## config.mk

```make
export PLATFORM = sky130hd
export DESIGN_NAME = lock_cycle_sequencer
export DESIGN_NICKNAME = d
export VERILOG_FILES = /design/src/rtl/lock_cycle_sequencer.sv
export SDC_FILE = /design/constraint.sdc
export NUM_CORES = 1
export LEC_CHECK = 0
export ABC_CLOCK_PERIOD_IN_PS = 5170
export CAP_MARGIN = 25
export CORE_ASPECT_RATIO = 1.1
export CORE_MARGIN = 5
export CORE_UTILIZATION = 60
export DETAILED_ROUTE_END_ITERATION = 10
export GPL_ROUTABILITY_DRIVEN = 0
export PLACE_DENSITY = 0.91
export REMOVE_ABC_BUFFERS = 1
export SLEW_MARGIN = 20
export SYNTH_ARGS = -nofsm -noshare
export SYNTH_HDL_FRONTEND = slang
export SYNTH_SLANG_ARGS = --single-unit
```

## constraint.sdc

```tcl
create_clock -name clk -period 5.17 [get_ports clk]
set_input_delay 0.7755 -clock clk [delete_from_list [all_inputs] [get_ports clk]]
set_output_delay 0.7755 -clock clk [all_outputs]
set_load 0.02 [all_outputs]
```

## src/rtl/lock_cycle_sequencer.sv

```systemverilog
// Canal lock passage sequencer: arbitrates arrival/departure requests, equalizes chamber water
// to the side being opened, then opens that gate with a dwell on the occupancy condition.
module lock_cycle_sequencer #(
    parameter int LVL_W     = 7,
    parameter int INNER_LVL = 60,
    parameter int OUTER_LVL = 40,
    parameter int TOL       = 3,
    parameter int DWELL     = 16,
    parameter int TIMEOUT   = 4096
) (
    input  logic             clk,
    input  logic             reset,
    input  logic             arr_sw,
    input  logic             dept_sw,
    input  logic             gondola_in,
    input  logic [LVL_W-1:0] water_level,
    output logic             fill_en,
    output logic             drain_en,
    output logic             outer_open,
    output logic             inner_open,
    output logic             arr_led,
    output logic             dept_led,
    output logic             busy,
    output logic             fault
);

    localparam int LW = LVL_W + 1;
    localparam int DW = (DWELL > 1) ? $clog2(DWELL) : 1;
    localparam int TW = (TIMEOUT > 1) ? $clog2(TIMEOUT) : 1;

    // Band limits in one extra bit so T+TOL cannot wrap; the low edge saturates at 0.
    localparam logic [LW-1:0] OUT_LO = (OUTER_LVL > TOL) ? LW'(OUTER_LVL - TOL) : '0;
    localparam logic [LW-1:0] OUT_HI = LW'(OUTER_LVL + TOL);
    localparam logic [LW-1:0] IN_LO  = (INNER_LVL > TOL) ? LW'(INNER_LVL - TOL) : '0;
    localparam logic [LW-1:0] IN_HI  = LW'(INNER_LVL + TOL);

    typedef enum logic [2:0] {
        S_IDLE, S_EQ_OUT, S_OPEN_OUT, S_EQ_IN, S_OPEN_IN, S_FAULT
    } state_e;

    state_e        state_q;
    logic          arr_pend_q, dept_pend_q;
    logic          last_arr_q;   // 1 = last served passage was an arrival
    logic          srv_arr_q;    // direction of the passage in progress
    logic          leg_q;        // 0 = gondola entering, 1 = gondola leaving
    logic [DW-1:0] dwell_q;
    logic [TW-1:0] tmo_q;

    logic [LW-1:0] lvl;
    logic out_below, out_above, in_below, in_above;
    logic side_out, cur_below, cur_above, cur_ok, oth_below, oth_above;
    logic occ_ok, pick_arr;

    assign lvl       = {1'b0, water_level};
    assign out_below = lvl < OUT_LO;
    assign out_above = lvl > OUT_HI;
    assign in_below  = lvl < IN_LO;
    assign in_above  = lvl > IN_HI;

    assign side_out  = (state_q == S_EQ_OUT) || (state_q == S_OPEN_OUT);
    assign cur_below = side_out ? out_below : in_below;
    assign cur_above = side_out ? out_above : in_above;
    assign cur_ok    = !cur_below && !cur_above;
    assign oth_below = side_out ? in_below : out_below;
    assign oth_above = side_out ? in_above : out_above;

    assign occ_ok    = leg_q ? !gondola_in : gondola_in;
    assign pick_arr  = arr_pend_q && (!dept_pend_q || !last_arr_q);

    assign arr_led   = arr_pend_q;
    assign dept_led  = dept_pend_q;

    always_ff @(posedge clk or negedge reset) begin
        if (!reset) begin
            state_q     <= S_IDLE;
            arr_pend_q  <= 1'b0;
            dept_pend_q <= 1'b0;
            last_arr_q  <= 1'b0;
            srv_arr_q   <= 1'b0;
            leg_q       <= 1'b0;
            dwell_q     <= '0;
            tmo_q       <= '0;
            fill_en     <= 1'b0;
            drain_en    <= 1'b0;
            outer_open  <= 1'b0;
            inner_open  <= 1'b0;
            busy        <= 1'b0;
            fault       <= 1'b0;
        end else begin
            case (state_q)
                S_IDLE: begin
                    if (arr_pend_q || dept_pend_q) begin
                        srv_arr_q  <= pick_arr;
                        last_arr_q <= pick_arr;
                        leg_q      <= 1'b0;
                        tmo_q      <= '0;
                        busy       <= 1'b1;
                        state_q    <= pick_arr ? S_EQ_OUT : S_EQ_IN;
                        fill_en    <= pick_arr ? out_below : in_below;
                        drain_en   <= pick_arr ? out_above : in_above;
                    end
                end
                S_EQ_OUT, S_EQ_IN: begin
                    if (cur_ok) begin
                        state_q    <= side_out ? S_OPEN_OUT : S_OPEN_IN;
                        fill_en    <= 1'b0;
                        drain_en   <= 1'b0;
                        outer_open <= side_out;
                        inner_open <= !side_out;
                        dwell_q    <= '0;
                    end else if (tmo_q == TW'(TIMEOUT - 1)) begin
                        state_q  <= S_FAULT;
                        fill_en  <= 1'b0;
                        drain_en <= 1'b0;
                        fault    <= 1'b1;
                    end else begin
                        tmo_q    <= tmo_q + 1'b1;
                        fill_en  <= cur_below;
                        drain_en <= cur_above;
                    end
                end
                S_OPEN_OUT, S_OPEN_IN: begin
                    if (!occ_ok) begin
                        dwell_q <= '0;
                    end else if (dwell_q != DW'(DWELL - 1)) begin
                        dwell_q <= dwell_q + 1'b1;
                    end else begin
                        outer_open <= 1'b0;
                        inner_open <= 1'b0;
                        if (!leg_q) begin
                            leg_q    <= 1'b1;
                            tmo_q    <= '0;
                            state_q  <= side_out ? S_EQ_IN : S_EQ_OUT;
                            fill_en  <= oth_below;
                            drain_en <= oth_above;
                        end else begin
                            state_q <= S_IDLE;
                            busy    <= 1'b0;
                            if (srv_arr_q) arr_pend_q  <= 1'b0;
                            else           dept_pend_q <= 1'b0;
                        end
                    end
                end
                default: ;  // FAULT holds until reset
            endcase
            // New requests are never lost, even on the edge that retires a passage.
            if (arr_sw)  arr_pend_q  <= 1'b1;
            if (dept_sw) dept_pend_q <= 1'b1;
        end
    end

endmodule

```

Yosys cells after proc, flatten, opt, wreduce, memory -nomap -nowiden
Cells that the tools add are included.

Add/subtract/negate cells: 2. $mul: 0. Divide/modulo/power cells: 0. $lt $le $gt $ge: 4. Equal/unequal tests: 19. Shift-type cells: 0. Mux-type cells: 69. Bitwise logic cells: 1. Reduce and logical (&&, ||, !) cells: 35.

Operators with widths (number): 12-bit 2-to-1 mux (6); 1-bit 2-to-1 mux (42); 12-bit case mux with 3 select lines (1); 5-bit AND reduction (5); 2-bit != test (second input constant) (11); 3-bit 2-to-1 mux (6); 2-bit nonzero test (9); 7-bit by 6-bit greater-than comparator with 1-bit output (second input constant) (2); 7-bit by 6-bit less-than comparator with 1-bit output (second input constant) (2); 12-bit by 1-bit adder with 12-bit output (second input constant) (1); 12-bit == test (second input constant) (1); 4-bit 2-to-1 mux (3); 3-bit case mux with 3 select lines (1); 1-bit case mux with 2 select lines (4); 4-bit case mux with 2 select lines (1); 4-bit AND reduction (2); 7-bit AND reduction (1); 3-bit by 2-bit == test with 1-bit output (second input constant) (2); 1-bit zero test (6); 2-bit 2-to-1 mux (3); 3-bit != test (second input constant) (2); 1-bit case mux with 3 select lines (2); 3-bit AND reduction (2); 4-bit by 1-bit adder with 4-bit output (second input constant) (1); other kinds (10) (14).

Register bits: 29. Bits in latches: 0. Memory bits (writable): 0. ROM bits: 0. Bits of input ports: 12. Output and inout port bits: 8. Memories: 0.

Depth between registers and ports, before layout
Gate-level depths: netlist (run 1).

Word-level depth: 7. Mapped depth: 7. Mapped depth without buffers: 6.

Worst setup path before layout (run 1)
No wires, ideal clock.

Kind: input to register. From: input water_level[6]. To: register tmo_q[3]. Arrival time: 2.314 ns. Setup slack: 2.736 ns. Cell stages on the path: 7. Cells stage by stage: clkbuf_1 > and4b_1 > o211a_1 > a211oi_2 > buf_2 > nand4_1 > a31o_2.

Cells in the longest elaborated chain, start to end: 6. Elaborated cells between the ends (all ways): 11.

RTL lines: start: declaration (RTL line 16) `input logic [LVL_W-1:0] water_level,`; 7-bit by 6-bit less-than comparator with 1-bit output, or another cell as far along (RTL line 57) `assign in_below = lvl < IN_LO;`; 1-bit 2-to-1 mux, on equally long branches (RTL line 61, 62); 1-bit zero test (RTL line 63) `assign cur_ok = !cur_below && !cur_above;`; 1-bit logical AND * (RTL line 63); 2-bit != test (no source line) *; 7-bit AND reduction (no source line) *; end signal: assignment (RTL line 117) `tmo_q <= tmo_q + 1'b1;`; end: declaration (RTL line 47) `logic [TW-1:0] tmo_q;`.

Mark *: on every way between the ends. The rest lies on a longest branch, timed or not. A chain may end at the register's enable or synchronous reset.

Worst setup path in the final report (run 1)
From: input water_level[5]. To: register tmo_q[8].

Same word-level chain as after synthesis.

==> results.md, run 1 <==
Yosys:
- The most used flip-flop cell after synthesis is dfrtp_1.
- The mapped netlist covers roughly 0.0019 mm^2.
- The sequential area share after synthesis is ~38%.
- The number of storage elements in the synthesis netlist is 29.
- The share of synthesized registers carrying an async set or reset is 100%.
- The cell count after synthesis came out at approximately 220.
- Sorting the synthesized cells by area gives the leading types as dfrtp_1 (38%), nand2_1 (5.3%), mux2i_1 (3.7%), nor2_1 (3.1%), a21oi_1 (2.9%).
- Averaged over all synthesized cells, the footprint is 8.66 um^2.
- The number of synthesized flops with an enable pin is 0.
- The number of warnings reported in the yosys synthesis log is 0.
- The count of different cell masters after synthesis is between 50 and 60.
- The largest total area in the synthesized netlist belongs to dfrtp_1.
- The share of synthesized area in the top cell type comes to ~38%.

Timing:
- The measured slew at the worst slew-check pin is roughly 0.9 ns.
- The normalized max-slew margin is 40.5%.
- Of the available clock period, the critical path in the final layout requires between 50% and 60%.
- Setup violations remaining at the end of the flow were counted as 0.
- The sum of negative setup slack is 0 ns.
- The maximum clock rate is about 0.34 GHz.
- The max-slew violation total from the final report is 0.
- The count of final hold-check violations was 0.
- Setup repair after global routing left no endpoint under its margin.
- The clock arrives with roughly 0.0025 ns of skew.
- The clock period minus worst slack is just under 3 ns.

Pwr:
- Internal power comes to between 0.5 and 0.6 mW.
- The switching share of power is between 40% and 50%.
- The share of power burned in the clock network is between 10% and 20%.
- The static leakage is 0.930 nW.
- Across the VDD grid, the largest voltage drop is between 0.0003 and 0.0004 V.
- For this design the ratio of total power to cell area is 458 mW/mm^2.
- The relative contribution of combinational cells to total power is between 40% and 50%.
- The portion of total power attributed to sequential cells is 36.1%.
- The analysis attributes to net switching a power of around 0.44 mW.

Clock tree:
- The clock sink total is 29.
- Post-CTS timing repair inserted 0 buffers for setup.
- The number of gates resized after CTS was 0.
- TritonCTS built the clock tree.
- After clock tree synthesis, the clock-pin slew on the worst setup and hold paths is about 0.10 ns.
- The clock passes through at most 2 buffers.
- At the later pin of the worst-skew pair, clock insertion delay measures 0.34 ns.
- The H-tree was split into 2 levels.
- The clock root buffer is clkbuf_4.
- In this run, post-CTS hold repair placed 0 buffers.
- Clock tree synthesis inserted a total of 5 buffers.

Finish:
- The count of cells in the finished layout, fillers not included, comes to 273.
- Across the whole layout, storage elements account for approximately 730 um^2.
- The growth of design area from synthesis to finish is 14.5%.
- Summing all multi-input logic gate instances after layout gives roughly 0.0011 mm^2.
- The filler cells instantiated in the layout total roughly 260.
- After routing the design area is roughly 0.0022 mm^2.
- The antenna cell count is 0.
- The total number of nets in the final design is roughly 250.
- The post-route netlist has between 8 and 9% of its cells at a drive strength greater than 1.

Floorplan:
- The total area inside the core boundary comes to roughly 0.0030 mm^2.
- Once the floorplan was initialized, standard cells occupied 62.8% of the core.
- The number of standard-cell rows in the floorplan is 21.
- 20 I/O pins were placed.
- The die height is about 70 um.
- The horizontal die dimension is approximately 64 um.
- The die outline area is between 0.004 and 0.005 mm^2.

Placed design:
- Port buffering added 19 buffers.
- Detailed placement ended at an HPWL of approximately 3.2 mm.
- The placement-stage cell area is 0.00211 mm^2.
- Once placement completed, the tool counted placed cells totaling about 270.

Detailed routing:
- In this run the remaining antenna-violating nets after routing total 0.
- After detailed routing, the total wire length is roughly 4.3 mm.
- In the final routed layout, each cell accounts on average for about 16 um.
- The mean number of vias per cell is between 6 and 7.
- In this run, the number of DRC markers left after iteration 0 of detailed routing was 102.
- Detailed routing inserted a total of ~1800 vias.
- The count of TritonRoute iterations in the first routing pass is 4.
- After detailed routing, the number of remaining DRC violations is 0.

Setup path:
- The worst setup path is of the input pin to register kind.
- The critical path goes through clkdlybuf4s50_1 -> o21a_1 -> a311o_1 -> a211oi_2 -> nor4b_2 -> mux2i_1.
- The cell at the slowest stage of the critical path is a211oi_2.
- The kind of start point of the critical path is an input pin.
- Along the worst path, the maximum fanout reaches 16.
- The worst setup path is captured at a register.
- The highest cell delay on the worst timing path is slightly below 0.8 ns.
- The required time at the endpoint of the critical path is approximately 5.4 ns.
- For the worst setup path, the data arrival time is 3.24 ns.

Outcome:
- The run finished with clean final reports.

Global routing:
- The global-route usage over all layers is approximately a fifth.
- The via count of the first global-routing pass came to roughly 1700.
- The wire length of the first global-routing pass is approximately 7.5 mm.
- The number of antenna violations at the first check in global routing came to 0.
- Entering global routing, the biggest net connects 30 pins.
- For this run the aggregate overflow at the end of global routing stands at 0.

Hold path:
- In this run the worst hold path is classified as register to register.

Job:
- The max-capacitance violation count is 0.
[cells in the mapped netlist, drive strengths merged (2+ instances only)]
master	count
a31o	4
o21bai	3
o21a	2
a21boi	2
a211oi	3
nand4	8
buf	3
inv	11
clkbuf	7
a2111oi	2
xnor2	2
ha	2
a31oi	3
a21oi	11
mux2i	7
dfrtp	29
nor2	17
o21ai	14
or2	2
a22o	3
a22oi	4
nand2b	8
a311o	2
nor3	5
nand3	11
and3	4
nor4	2
nand2	27
[through the flow]
stage,worst slack [ns],utilization (%),total power [mW],hold WS [ns]
CTS,2.25,71.9,1.01,0.500
floorplan,2.58,-,0.675,0.478
detailed placement,1.87,69.1,0.811,0.476
global route,2.02,71.9,1.09,0.519
finish,2.21,71.9,1.00,0.494
global placement,1.93,69.1,0.794,0.468
[cells by family (layout without fill, tap and decap cells)]
group | Yosys count | after routing | share of synthesized area [%]
adders and majority gates | 2 | 2 | 1.31
buffers and inverters | 21 | 39 | 4.58
and+or+nand+nor | 92 | 92 | 24.9
xor gates and xnor gates | 2 | 2 | 0.916
muxes | 8 | 8 | 4.25
AOI/OAI and AO/OA | 67 | 67 | 26.2
DFF | 29 | 29 | 37.9
[area by class of cell]
cell class	count	share of cell area, %
sequential	29	33.1
tap	34	1.94
inverter	11	1.88
clock inverter	3	2.11
multi-input combinational	171	50.2
timing repair buffer	20	9.02
clock buffer	5	1.71
[path summary, 6_finish.rpt]
check                               start   endpoint  slack (ns)  depth (start not counted)
setup / recovery           water_level[5]   tmo_q[8]        2.21                          6
hold / removal                      fault      fault        0.49                          1
setup reg to reg                 tmo_q[0]   tmo_q[8]        2.69                          6
hold reg to reg                     fault      fault        0.49                          1
max in group asynchronous           reset  tmo_q[10]        4.09                          2
min in group asynchronous           reset  srv_arr_q        0.81                          2
[worst max-delay path, delay by kind of cell]
| kind | cells | cell delay (ns) |
|---|---|---|
| muxes | 1 | 0.21 |
| AOI/OAI and AO/OA | 3 | 1.36 |
| buffers and inverters | 1 | 0.52 |
| and+or+nand+nor | 1 | 0.38 |
[cell usage in the layout (no fill, tap or decap), types with 8 or more instances in the layout]
cell	count
nand2_1	27
clkdlybuf4s50_1	19
nand4_1	8
a21oi_1	11
o21ai_0	11
nand3_1	11
nor2_1	16
nand2b_1	8
inv_1	11
dfrtp_1	29
[power by group through the flow]
stage | registers, mW | clock network, mW | logic, mW
after floorplan | 0.363 | 0 | 0.312
after global placement | 0.362 | 0 | 0.432
after detailed placement | 0.365 | 0 | 0.446
after CTS | 0.361 | 0.197 | 0.447
after global routing | 0.375 | 0.209 | 0.503
final | 0.363 | 0.193 | 0.449
[metal layers]
layer  up-vias  global-route usage, %  wire length, um
met5         -                      0                0
met4         0                   7.62               61
met3         6                   6.48              210
met2        45                   35.0             2240
met1       855                   25.1             1810
li1        854                      -                -
[registers in the layout, indices dropped and copies added (netlist names)]
name	flops
dept_led	1
fill_en	1
arr_led	1
leg_q	1
outer_open	1
state_q	3
fault	1
drain_en	1
tmo_q	12
dwell_q	4
busy	1
srv_arr_q	1
inner_open	1
No activity file was read; power rests on OpenSTA's default activity.
==> run 2: changes to the inputs <==
--- a/config.mk
+++ b/config.mk
@@ -5,14 +5,14 @@
 export SDC_FILE = /design/constraint.sdc
 export NUM_CORES = 1
 export LEC_CHECK = 0
-export ABC_CLOCK_PERIOD_IN_PS = 5170
+export ABC_CLOCK_PERIOD_IN_PS = 2700
 export CAP_MARGIN = 25
 export CORE_ASPECT_RATIO = 1.1
 export CORE_MARGIN = 5
-export CORE_UTILIZATION = 60
+export CORE_UTILIZATION = 51
 export DETAILED_ROUTE_END_ITERATION = 10
 export GPL_ROUTABILITY_DRIVEN = 0
-export PLACE_DENSITY = 0.91
+export PLACE_DENSITY = 0.83
 export REMOVE_ABC_BUFFERS = 1
 export SLEW_MARGIN = 20
 export SYNTH_ARGS = -nofsm -noshare
==> constraint.sdc (replaced) <==
create_clock -name clk -period 2.7 [get_ports clk]
set_input_delay 0.405 -clock clk [delete_from_list [all_inputs] [get_ports clk]]
set_output_delay 0.405 -clock clk [all_outputs]
set_load 0.02 [all_outputs]
==> run 2 against run 1 <==
  * Largest cell class unchanged
  * Core utilization is 9.3 points lower
  * Sequential cell count stayed put
  * Critical endpoint is now tmo_q[0]
  * Register-to-register slack worse by 2.3 ns
  * Final cell count is 8.8% higher
  * Total power is 96% higher
  * First-iteration DRC count is 24% higher
  * Sequential power is 81% higher
==> results.md, run 2 (synthesized netlist as in run 1, its figures left out) <==
Outcome:
- The run finished with clean final reports.

Timing:
- The measured slew at the worst slew-check pin is 0.761 ns (-0.119 ns).
- For this run, the top clock speed supported by timing is 0.435 GHz.
- The count of final hold-check violations is 0 (unchanged).
- The normalized max-slew margin is 48.9% (+8.4 points).
- The max-slew violation total from the final report is 0 (unchanged).
- Setup repair after global routing left no endpoint under its margin.
- After layout, the worst path uses around 85% of the clock period.
- The clock period could shrink to 2.30 ns.
- The post-route worst hold slack came to 0.473 ns (-0.0207 ns).
- The sum of negative setup slack is 0 ns (unchanged).
- The count of final setup violators is 0 (unchanged).
- The setup clock skew after layout is 0.00851 ns (+0.00598 ns).

Placed design:
- The detailed-placement wirelength estimate is 3.29 mm (+4.5%).
- The placement-stage cell area came to 0.00219 mm^2 (+3.8%).
- The number of I/O port buffers is 19 (unchanged).

Finish:
- The number of fillers in the final layout is 326 (+24%).
- The total number of nets in the final design is 260 (+3.2%).
- The flip-flop count of the largest register after layout is 12 (unchanged).
- Relative to the synthesized area, the layout overhead comes to 18.6%.
- Leaving out fill and tap cells, the most frequent cells in the layout are dfrtp_1 (29), nand2_1 (27), clkdlybuf4s50_1 (19).
- The largest registers in the layout are tmo_q: 12 flops, dwell_q: 4 flops, state_q: 3 flops.
- Leaving out fill and tap cells, the most frequent cell in the layout is dfrtp_1.
- The register with the most flip-flops is tmo_q.
- The summed area of non-filler cells in the final layout came to 0.00227 mm^2 (+3.6%).
- The antenna cell count came to 0 (unchanged).
- The layout cell share with drive strength beyond 1 is 11.3% (+2.5 points).

Floorplan:
- The horizontal die dimension came to 68.4 um (+7.1%).
- The die height came to 74.2 um (+7.2%).
- The die outline area is 0.00508 mm^2 (+15%).
- The placeable core area came to 0.00363 mm^2 (+19%).
- The number of standard-cell rows in the floorplan is 23 (+9.5%).
- The total I/O pin count is 20 (unchanged).
- The starting density of the core was 52.8% (-10 points).

Setup path:
- The largest driver fanout on the critical path is 9 (-7).
- The required time at the endpoint of the critical path is 2.86 ns (-2.58 ns).
- The dominant delay contributor by cell family on the critical path is simple AND/OR/NAND/NOR gates.
- The highest cell delay on the worst timing path is 0.50 ns (-0.27 ns).
- The critical path is of the register to register type.
- The arrival time at the worst endpoint is 2.46 ns (-0.78 ns).
- The critical path goes through or3b_4 -> a2111oi_4 -> or2_1 -> o21ai_1 -> mux2_2.
- The worst setup path is captured at a register.
- The number of buffer and inverter instances along the worst setup path is 0 (-1).
- On the critical path, the stage with the largest delay is an instance of dfrtp_1.
- The kind of start point of the critical path is a register.

Detailed routing:
- The number of nets with antenna violations after routing is 0 (unchanged).
- The DRC violation count after routing is 0 (unchanged).
- The routed length per instance was 15.0 um (-5.6%).
- The violation count after the first detailed-route iteration is 126 (+24%).
- The mean number of vias per cell came to 6.10 (-5.4%).
- The count of TritonRoute iterations in the first routing pass is 4 (unchanged).
- The total via count after detailed routing is 1811 (+2.9%).
- The total wire length after detailed routing is 4.44 mm (+2.7%).

Global routing:
- The number of antenna violations at the first check in global routing is 0 (unchanged).
- The total global routing overflow is 0 (unchanged).
- The global-route usage over all layers was 20.6% (-0.40 points).
- The largest net degree at the start of global routing came to 30 (unchanged).
- The via count of the first global-routing pass came to 1816 (+6.4%).
- The wire length of the first global-routing pass came to 7.99 mm (+6.1%).

Clock tree:
- The clock sink total is 29 (unchanged).
- The total CTS buffers is 5 (unchanged).
- TritonCTS built the clock tree.
- The post-CTS clock slew at the launch and capture registers of the worst setup and hold paths is 0.06 ns (-0.04 ns).
- The number of buffers inserted by post-CTS setup repair is 0 (unchanged).
- The number of buffers inserted for hold repair after clock tree synthesis was 0 (unchanged).
- The H-tree level count was 2 (unchanged).
- The insertion delay to the later sink of the worst-skew pair is 0.29 ns (-0.05 ns).
- The clock root buffer is clkbuf_8.
- The number of buffers between clock root and the deepest sink is 2 (unchanged).
- The number of gates given a new drive strength after cts is 0 (unchanged).

Pwr:
- The total power density per cell area is 869 mW/mm^2 (+90%).
- The static leakage is 0.971 nW (+4.4%).
- The peak ir drop on the vdd network is 0.000541 V (+45%).

Job:
- The max-capacitance violation count is 0 (unchanged).

Hold path:
- The worst min-delay path class is register to register.
## run 2: cell types whose count changed in the layout (fill, tap and decap cells not counted)
cell | previous run | this run
clkbuf_1 | 0 | 1
buf_4 | 1 | 9
clkinvlp_4 | 1 | 0
bufinv_16 | 1 | 0
clkinv_4 | 1 | 0
clkbuf_4 | 5 | 0
clkinv_2 | 0 | 2
clkbuf_8 | 0 | 5
## run 2: final timing paths
path	from	to	slack [ns]	cells past startpoint
hold / removal	fault	fault	0.47	1
setup / recovery	state_q[2]	tmo_q[0]	0.40	5
setup reg to reg	state_q[2]	tmo_q[0]	0.40	5
max in group asynchronous	reset	dwell_q[2]	1.90	2
min in group asynchronous	reset	tmo_q[1]	0.52	2
hold reg to reg	fault	fault	0.47	1
## run 2: metal layers
metal  track usage, %  part of all wire (%)  wire [um]  up-vias
met3             5.59                   4.1        184        5
met2             34.9                    51       2270       40
met5                0                     0          0        -
met1             25.0                    44       1940      885
li1                 -                     -          -      881
met4             7.06                   1.1         51        0
## run 2: power by group
part	switching, mW	internal [mW]
Combinational	0.558	0.410
Sequential	0.118	0.538
Clock	0.171	0.178
## run 2: final cells by class
cell class / instances / area (um^2) / share of cell area, %
clock buffer: 6 / 72.6 / 3.20
clock inverter: 2 / 10.0 / 0.441
tap: 50 / 62.6 / 2.76
timing repair buffer: 28 / 258 / 11.4
sequential: 29 / 726 / 32.0
inverter: 11 / 41.3 / 1.82
multi-input combinational: 171 / 1100 / 48.5
## run 2: metrics by stage
stage | instances | power, mW | worst slack (ns) | utilization (%)
after floorplan | 211 | 1.29 | 0.484 | -
after global placement | 289 | 1.59 | 0.244 | 60.3
after detailed placement | 289 | 1.62 | 0.217 | 60.3
after CTS | 297 | 1.97 | 0.410 | 62.6
after global routing | 297 | 2.13 | 0.246 | 62.6
final | 297 | 1.97 | 0.401 | 62.6
